<file path="src/rtl/alu_writeback_unit_if.sv">
// ALU result interface: the execute stage presents one result bundle per handshake.
// The master drives the bundle; the slave (the writeback unit) returns in_ready.
interface alu_writeback_unit_if #(
    parameter int REG_ADDR_W = 3,
    parameter int DATA_W     = 16
) ();

    logic                  in_valid;
    logic                  in_ready;
    logic [REG_ADDR_W-1:0] in_rd;
    logic                  in_dual;
    logic                  in_flags_en;
    logic [DATA_W-1:0]     in_result_0;
    logic [DATA_W-1:0]     in_result_1;
    logic [DATA_W-1:0]     in_flags;

    modport master (
        output in_valid,
        input  in_ready,
        output in_rd,
        output in_dual,
        output in_flags_en,
        output in_result_0,
        output in_result_1,
        output in_flags
    );

    modport slave (
        input  in_valid,
        output in_ready,
        input  in_rd,
        input  in_dual,
        input  in_flags_en,
        input  in_result_0,
        input  in_result_1,
        input  in_flags
    );

endinterface

</file>
<file path="src/rtl/alu_writeback_unit.sv">
// ALU writeback unit: drains ALU result bundles into a single-write-port register
// file and the flag register. Dual-result ops are split into two write beats
// (result_0 to rd, result_1 to rd+1) and the execute stage is stalled for the
// second beat. All outputs come from registers.
module alu_writeback_unit #(
    parameter int REG_ADDR_W  = 3,
    parameter int DATA_W      = 16,
    parameter int ZERO_REG_RO = 0
) (
    input  logic                  clk,
    input  logic                  reset,
    input  logic                  flush,
    alu_writeback_unit_if.slave   alu,
    output logic                  rf_we,
    output logic [REG_ADDR_W-1:0] rf_waddr,
    output logic [DATA_W-1:0]     rf_wdata,
    output logic                  flag_we,
    output logic [DATA_W-1:0]     flags_out,
    output logic                  busy,
    output logic [15:0]           wb_count
);

    typedef enum logic [1:0] {
        IDLE = 2'd0,
        WR0  = 2'd1,
        WR1  = 2'd2
    } state_t;

    state_t state;
    state_t next_state;

    // Only the fields needed after the WR0 beat are kept; the WR0 fields go
    // straight into the output registers at the accepting edge.
    logic [REG_ADDR_W-1:0] lat_rd;
    logic                  lat_dual;
    logic [DATA_W-1:0]     lat_result_1;

    logic                  in_ready_c;
    logic                  accept;

    logic                  beat_valid;
    logic [REG_ADDR_W-1:0] beat_addr;
    logic [DATA_W-1:0]     beat_data;
    logic                  beat_flag_we;
    logic                  beat_is_wr0;
    logic                  beat_suppress;

    // Ready whenever no second beat is still owed; never looks at in_valid.
    always_comb begin
        in_ready_c = 1'b0;
        accept     = 1'b0;
        if (!flush) begin
            unique case (state)
                IDLE:    in_ready_c = 1'b1;
                WR0:     in_ready_c = !lat_dual;
                WR1:     in_ready_c = 1'b1;
                default: in_ready_c = 1'b0;
            endcase
        end
        accept = alu.in_valid && in_ready_c;
    end

    assign alu.in_ready = in_ready_c;
    assign busy         = (state != IDLE);

    // Next state plus the beat that will be shown on the outputs in that state.
    always_comb begin
        next_state    = IDLE;
        beat_valid    = 1'b0;
        beat_addr     = '0;
        beat_data     = '0;
        beat_flag_we  = 1'b0;
        beat_is_wr0   = 1'b0;
        beat_suppress = 1'b0;

        if (!flush) begin
            unique case (state)
                IDLE: begin
                    if (accept) next_state = WR0;
                end
                WR0: begin
                    if (lat_dual)    next_state = WR1;
                    else if (accept) next_state = WR0;
                end
                WR1: begin
                    if (accept) next_state = WR0;
                end
                default: next_state = IDLE;
            endcase
        end

        unique case (next_state)
            WR0: begin
                beat_valid   = 1'b1;
                beat_is_wr0  = 1'b1;
                beat_addr    = alu.in_rd;
                beat_data    = alu.in_result_0;
                beat_flag_we = alu.in_flags_en;
            end
            WR1: begin
                beat_valid   = 1'b1;
                beat_addr    = lat_rd + REG_ADDR_W'(1);
                beat_data    = lat_result_1;
                beat_flag_we = 1'b0;
            end
            default: begin
                beat_valid = 1'b0;
            end
        endcase

        beat_suppress = (ZERO_REG_RO != 0) && (beat_addr == '0);
    end

    // State, latched bundle fields and registered writeback outputs.
    always_ff @(posedge clk) begin
        if (!reset) begin
            state        <= IDLE;
            lat_rd       <= '0;
            lat_dual     <= 1'b0;
            lat_result_1 <= '0;
            rf_we        <= 1'b0;
            rf_waddr     <= '0;
            rf_wdata     <= '0;
            flag_we      <= 1'b0;
            flags_out    <= '0;
            wb_count     <= '0;
        end else begin
            state <= next_state;

            if (accept) begin
                lat_rd       <= alu.in_rd;
                lat_dual     <= alu.in_dual;
                lat_result_1 <= alu.in_result_1;
            end

            rf_we   <= beat_valid && !beat_suppress;
            flag_we <= beat_valid && beat_flag_we;

            if (beat_valid) begin
                rf_waddr <= beat_addr;
                rf_wdata <= beat_data;
                wb_count <= wb_count + 16'd1;
            end

            if (beat_is_wr0) begin
                flags_out <= alu.in_flags;
            end
        end
    end

endmodule

</file>
<file path="src/flat_wrapper.sv">
// flat-port wrapper written by rule: the top's interface ports become plain ports
module alu_writeback_unit_flat 
#(
    parameter int REG_ADDR_W  = 3,
    parameter int DATA_W      = 16,
    parameter int ZERO_REG_RO = 0
)
  (clk, reset, flush, rf_we, rf_waddr, rf_wdata, flag_we, flags_out, busy, wb_count, alu_in_valid, alu_in_ready, alu_in_rd, alu_in_dual, alu_in_flags_en, alu_in_result_0, alu_in_result_1, alu_in_flags);
  alu_writeback_unit_if #(.REG_ADDR_W(REG_ADDR_W), .DATA_W(DATA_W)) alu_i ();
  input  logic clk;
  input  logic reset;
  input  logic flush;
  output logic rf_we;
  output logic [REG_ADDR_W-1:0] rf_waddr;
  output logic [DATA_W-1:0] rf_wdata;
  output logic flag_we;
  output logic [DATA_W-1:0] flags_out;
  output logic busy;
  output logic [15:0] wb_count;
  input wire logic [$bits(alu_i.in_valid)-1:0] alu_in_valid;
  output wire logic [$bits(alu_i.in_ready)-1:0] alu_in_ready;
  input wire logic [$bits(alu_i.in_rd)-1:0] alu_in_rd;
  input wire logic [$bits(alu_i.in_dual)-1:0] alu_in_dual;
  input wire logic [$bits(alu_i.in_flags_en)-1:0] alu_in_flags_en;
  input wire logic [$bits(alu_i.in_result_0)-1:0] alu_in_result_0;
  input wire logic [$bits(alu_i.in_result_1)-1:0] alu_in_result_1;
  input wire logic [$bits(alu_i.in_flags)-1:0] alu_in_flags;
  assign alu_i.in_valid = alu_in_valid;
  assign alu_in_ready = alu_i.in_ready;
  assign alu_i.in_rd = alu_in_rd;
  assign alu_i.in_dual = alu_in_dual;
  assign alu_i.in_flags_en = alu_in_flags_en;
  assign alu_i.in_result_0 = alu_in_result_0;
  assign alu_i.in_result_1 = alu_in_result_1;
  assign alu_i.in_flags = alu_in_flags;
  alu_writeback_unit #(.REG_ADDR_W(REG_ADDR_W), .DATA_W(DATA_W), .ZERO_REG_RO(ZERO_REG_RO)) u_core (.clk(clk), .reset(reset), .flush(flush), .alu(alu_i), .rf_we(rf_we), .rf_waddr(rf_waddr), .rf_wdata(rf_wdata), .flag_we(flag_we), .flags_out(flags_out), .busy(busy), .wb_count(wb_count));
endmodule
</file>
<file path="config.mk">
export PLATFORM = sky130hd
export DESIGN_NAME = alu_writeback_unit_flat
export DESIGN_NICKNAME = d
export VERILOG_FILES = /design/src/rtl/alu_writeback_unit_if.sv /design/src/rtl/alu_writeback_unit.sv /design/src/flat_wrapper.sv
export SDC_FILE = /design/constraint.sdc
export NUM_CORES = 1
export LEC_CHECK = 0
export ABC_CLOCK_PERIOD_IN_PS = 2600
export CAP_MARGIN = 20
export CORE_ASPECT_RATIO = 0.8
export CORE_UTILIZATION = 45
export DETAILED_ROUTE_END_ITERATION = 8
export GPL_TIMING_DRIVEN = 0
export PLACE_DENSITY = 0.78
export RECOVER_POWER = 50
export SYNTH_ARGS = -nofsm -noshare
export SYNTH_HDL_FRONTEND = slang
export SYNTH_SLANG_ARGS = --single-unit
</file>
<file path="constraint.sdc">
create_clock -name clk -period 2.6 [get_ports clk]
set_clock_uncertainty 0.2 [all_clocks]
set_input_delay 0.52 -clock clk [delete_from_list [all_inputs] [get_ports clk]]
set_output_delay 0.52 -clock clk [all_outputs]
set_load 0.005 [all_outputs]
</file>
==> reports/summary.log <==
qor: status.run_status finished clean
qor: yosys.postSynthNetCount 372
qor: setup_path.cell_chain_of_the_critical_path clkdlybuf4s50_1 -> nor3_1 -> ha_1 -> clkbuf_1 -> buf_2 -> a221o_1 -> o211a_1
qor: timing.timing.fmax 406.8 MHz
qor: hold_path.timing.hold.worst.start u_core.lat_rd[1]
qor: clock_network.buffers_inserted_during_post_cts_setup_optimization 0
qor: yosys.ys_ff_latch 75
qor: grt.grt_use_total 0.2336
qor: setup_path.worstSetupPathType in2reg
qor: yosys.yosysSeqAreaShare 0.4823
qor: die.boundaryPins 112
qor: routing.drc 0
qor: power.total_power_divided_by_cell_area 565.1 nW/µm²
qor: yosys.synth.area.top_cells dfxtp_1, a221o_1, mux2i_1
qor: timing.worst_slew_margin_rel 0.6431
qor: timing.finalMaxSlewViolations 0
qor: placed_design.placement.io_buffers 111
qor: job.maxCapViolCount 0
qor: grt.grt_pass1_wl 13.07 mm
qor: grt.antenna_violations_before_repair 0
qor: clock_network.cts.root.buffer_cell clkbuf_8
qor: power.total_leakage_power 1.940 nW
qor: die.floorplan.initialDensity 0.4761
qor: die.placement_rows 26
qor: layout.fill_cells 503
qor: grt.grt_start_max_net_pins 13
qor: power.internal_power_component 0.002021 W
qor: die.die_width 94.99 µm
qor: routing.dr_vias_cell 5.331
qor: layout.final_core_util 0.7005
qor: routing.drt-initial-drc-count 181
qor: power.vdd_drop_max 317.0 µV
qor: yosys.synthDominantAreaCellType dfxtp_1
qor: yosys.synth_edf_count 0
qor: yosys.mappedNetlistArea 3113 µm²
qor: clock_network.maximum_level_of_the_cts_h_tree 3
qor: timing.layout_setup_ws 0.1416 ns
qor: clock_network.clock_transition_at_the_registers_of_the_reported_paths 0.08 ns
qor: die.coreArea 6539 µm²
qor: layout.area_growth 47.15%
qor: grt.first_global_vias 2784
qor: timing.hold_viol 0
qor: setup_path.cpLargestDelayFamily buffers and inverters
qor: setup_path.critPathRequiredTime 2.70 ns
qor: clock_network.cts.sink_count 75
qor: setup_path.path_buf_inv 3
qor: layout.drive_gt1_frac 0.09361
qor: setup_path.worst_setup_path_startpoint flush
qor: clock_network.tritoncts.num_buffers 9
qor: timing.grt_setup_unrepaired yes
qor: setup_path.timing.rr.start u_core.lat_dual
qor: clock_network.ctsHoldBuffers 0
qor: power.gate_power_share 0.125
qor: setup_path.slowest_stage clkdlybuf4s50_1
qor: timing.worstMarginPinSlew 0.5354 ns
qor: layout.n_antenna_cell 0
qor: power.seqPwrFrac 0.475
qor: setup_path.worst_setup_path_start_kind input port
qor: power.p_clk_frac 0.400
qor: timing.whs 0.2637 ns
qor: layout.stdcell_count 522
qor: die.die-height 76.39 µm
qor: routing.num_vias 2783
qor: yosys.synth-async-reset-ratio 0
qor: setup_path.slowest_delay 0.43 ns
qor: power.switching_power 0.0005670 W
qor: timing.fin_crit_sh 0.9455
qor: placed_design.post_place_worst_slack -0.3379 ns
qor: routing.first_pass_iters 4
qor: yosys.syn-instance-count 311
qor: power.power.switching_fraction 0.2190
qor: layout.nNetsFinal 494
qor: yosys.netlist.area_leader.share 0.4823
qor: die.die_footprint 7256 µm²
qor: setup_path.critPathMaxFanout 10
qor: placed_design.routabilityCongestion 0.7612
qor: timing.setup-violations-final 0
qor: routing.route.detailed.wl_per_inst 15.11 µm
qor: yosys.post_synth_most_frequent_cells dfxtp_1, nand2_1, nand3_1, o21ai_0
qor: routing.wirelength 7.885 mm
qor: clock_network.cts-root-to-sink-buffers 2
qor: yosys.synth_cell_type_count 34
qor: routing.antenna_left 0
qor: clock_network.clock_latency_at_the_later_pin_of_the_worst_skew_pair 0.35 ns
qor: yosys.avgSynthCellArea 10.01 µm²
qor: yosys.yosysMostFrequentCell dfxtp_1
qor: grt.grt_remaining_overflow 0
qor: yosys.ys.warnings.count 0
qor: clock_network.cts_tree yes
qor: placed_design.total_instance_count_after_detailed_placement 506
qor: yosys.dominantRegCellSynth dfxtp_1
qor: hold_path.min_path_type reg2reg
qor: timing.final_period_minus_worst_setup_slack 2.458 ns
qor: setup_path.timing.critical_path.to_type flip-flop
qor: setup_path.crit_arrival 2.56 ns
qor: placed_design.place_hpwl 5.503 mm
## power groups by stage
stage / Sequential, W / Combinational, W / Clock, W
after floorplan: 0.00125 / 0.000126 / 0
after global placement: 0.00125 / 0.000316 / 0
after detailed placement: 0.00125 / 0.000321 / 0
after CTS: 0.00123 / 0.000324 / 0.00105
after global routing: 0.00123 / 0.000353 / 0.00109
final: 0.00123 / 0.000324 / 0.00104
## per-layer routing
metal,global-route usage,up-vias,part of all wire
li1,-,1356,-
met1,0.3000,1301,0.46
met2,0.3525,110,0.45
met3,0.09082,16,0.079
met4,0.08636,0,0.018
met5,0,-,0
## layout by cell type, fill, tap and decap left out, types with 3 or more instances in the layout
cell type,instances
and2_1,14
o21ai_0,23
o211a_1,18
ha_1,4
mux2i_1,18
nor2_1,4
nand2_1,27
clkbuf_8,12
dfxtp_1,75
nor2b_1,18
buf_1,3
clkbuf_1,9
nand3_1,23
nor4_2,4
nor3_1,4
xnor2_1,5
xor2_1,8
clkdlybuf4s50_1,111
buf_2,10
a221o_1,18
inv_1,5
## cells by family (layout without fill, tap and decap cells)
logic type | count (synthesis) | after routing | share of synthesized area
buffers and inverters | 32 | 159 | 0.04622
and+or+nand+nor | 106 | 106 | 0.1982
DFF | 75 | 75 | 0.4823
AOI/OAI and AO/OA | 63 | 63 | 0.1628
adders and majority gates | 4 | 4 | 0.01608
muxes | 18 | 18 | 0.05788
xor gates and xnor gates | 13 | 13 | 0.03658
## registers in the layout, indices dropped and copies added (netlist names)
name	cells
u_core.lat_result_1	16
u_core.wb_count	16
u_core.rf_waddr	3
u_core.state	2
u_core.rf_wdata	16
u_core.rf_we	1
u_core.lat_dual	1
u_core.flags_out	16
u_core.lat_rd	3
u_core.flag_we	1
## path summary, 6_finish.rpt
check,to,slack [ns],cells past startpoint
min reg2reg,u_core.lat_rd[1],0.26,2
max reg2reg,u_core.rf_wdata[6],0.30,10
max,u_core.rf_wdata[9],0.14,7
min,u_core.lat_rd[1],0.26,2
## per-stage QoR
step / total power, W / setup TNS, ns / instance area [µm²]
after floorplan: 0.001379 / 0 / 3113
final: 0.002588 / 0 / 4581
after detailed placement: 0.001576 / -9.033 / 4329
after global placement: 0.001569 / -7.932 / 4329
after CTS: 0.002606 / 0 / 4568
after global routing: 0.002680 / -0.0001077 / 4581
## worst register-to-register path, delay by kind of cell, from the launching register on
| kind | cells | cell delay [ns] |
|---|---|---|
| buf+inv | 4 | 0.83 |
| compound gates | 3 | 0.51 |
| fa+ha+maj | 1 | 0.17 |
| flops | 1 | 0.33 |
| simple gates | 2 | 0.22 |
## cell type report
class,instances,area (µm²),area share
inverter,6,22.52,0.004917
multi-input combinational,204,1473,0.3215
timing repair buffer,111,1111,0.2426
sequential,75,1501,0.3278
buffer,26,130.1,0.02841
tap,84,105.1,0.02294
clock inverter,3,68.82,0.01502
clock buffer,13,168.9,0.03688
## timing repair
item | CTS | global route
cloned | 0 | 0
hold endpoints to repair | 0 | 0
resized for setup | 1 | 7
setup endpoints to repair | 1 | 25
Power figures use the tool's default switching activity.
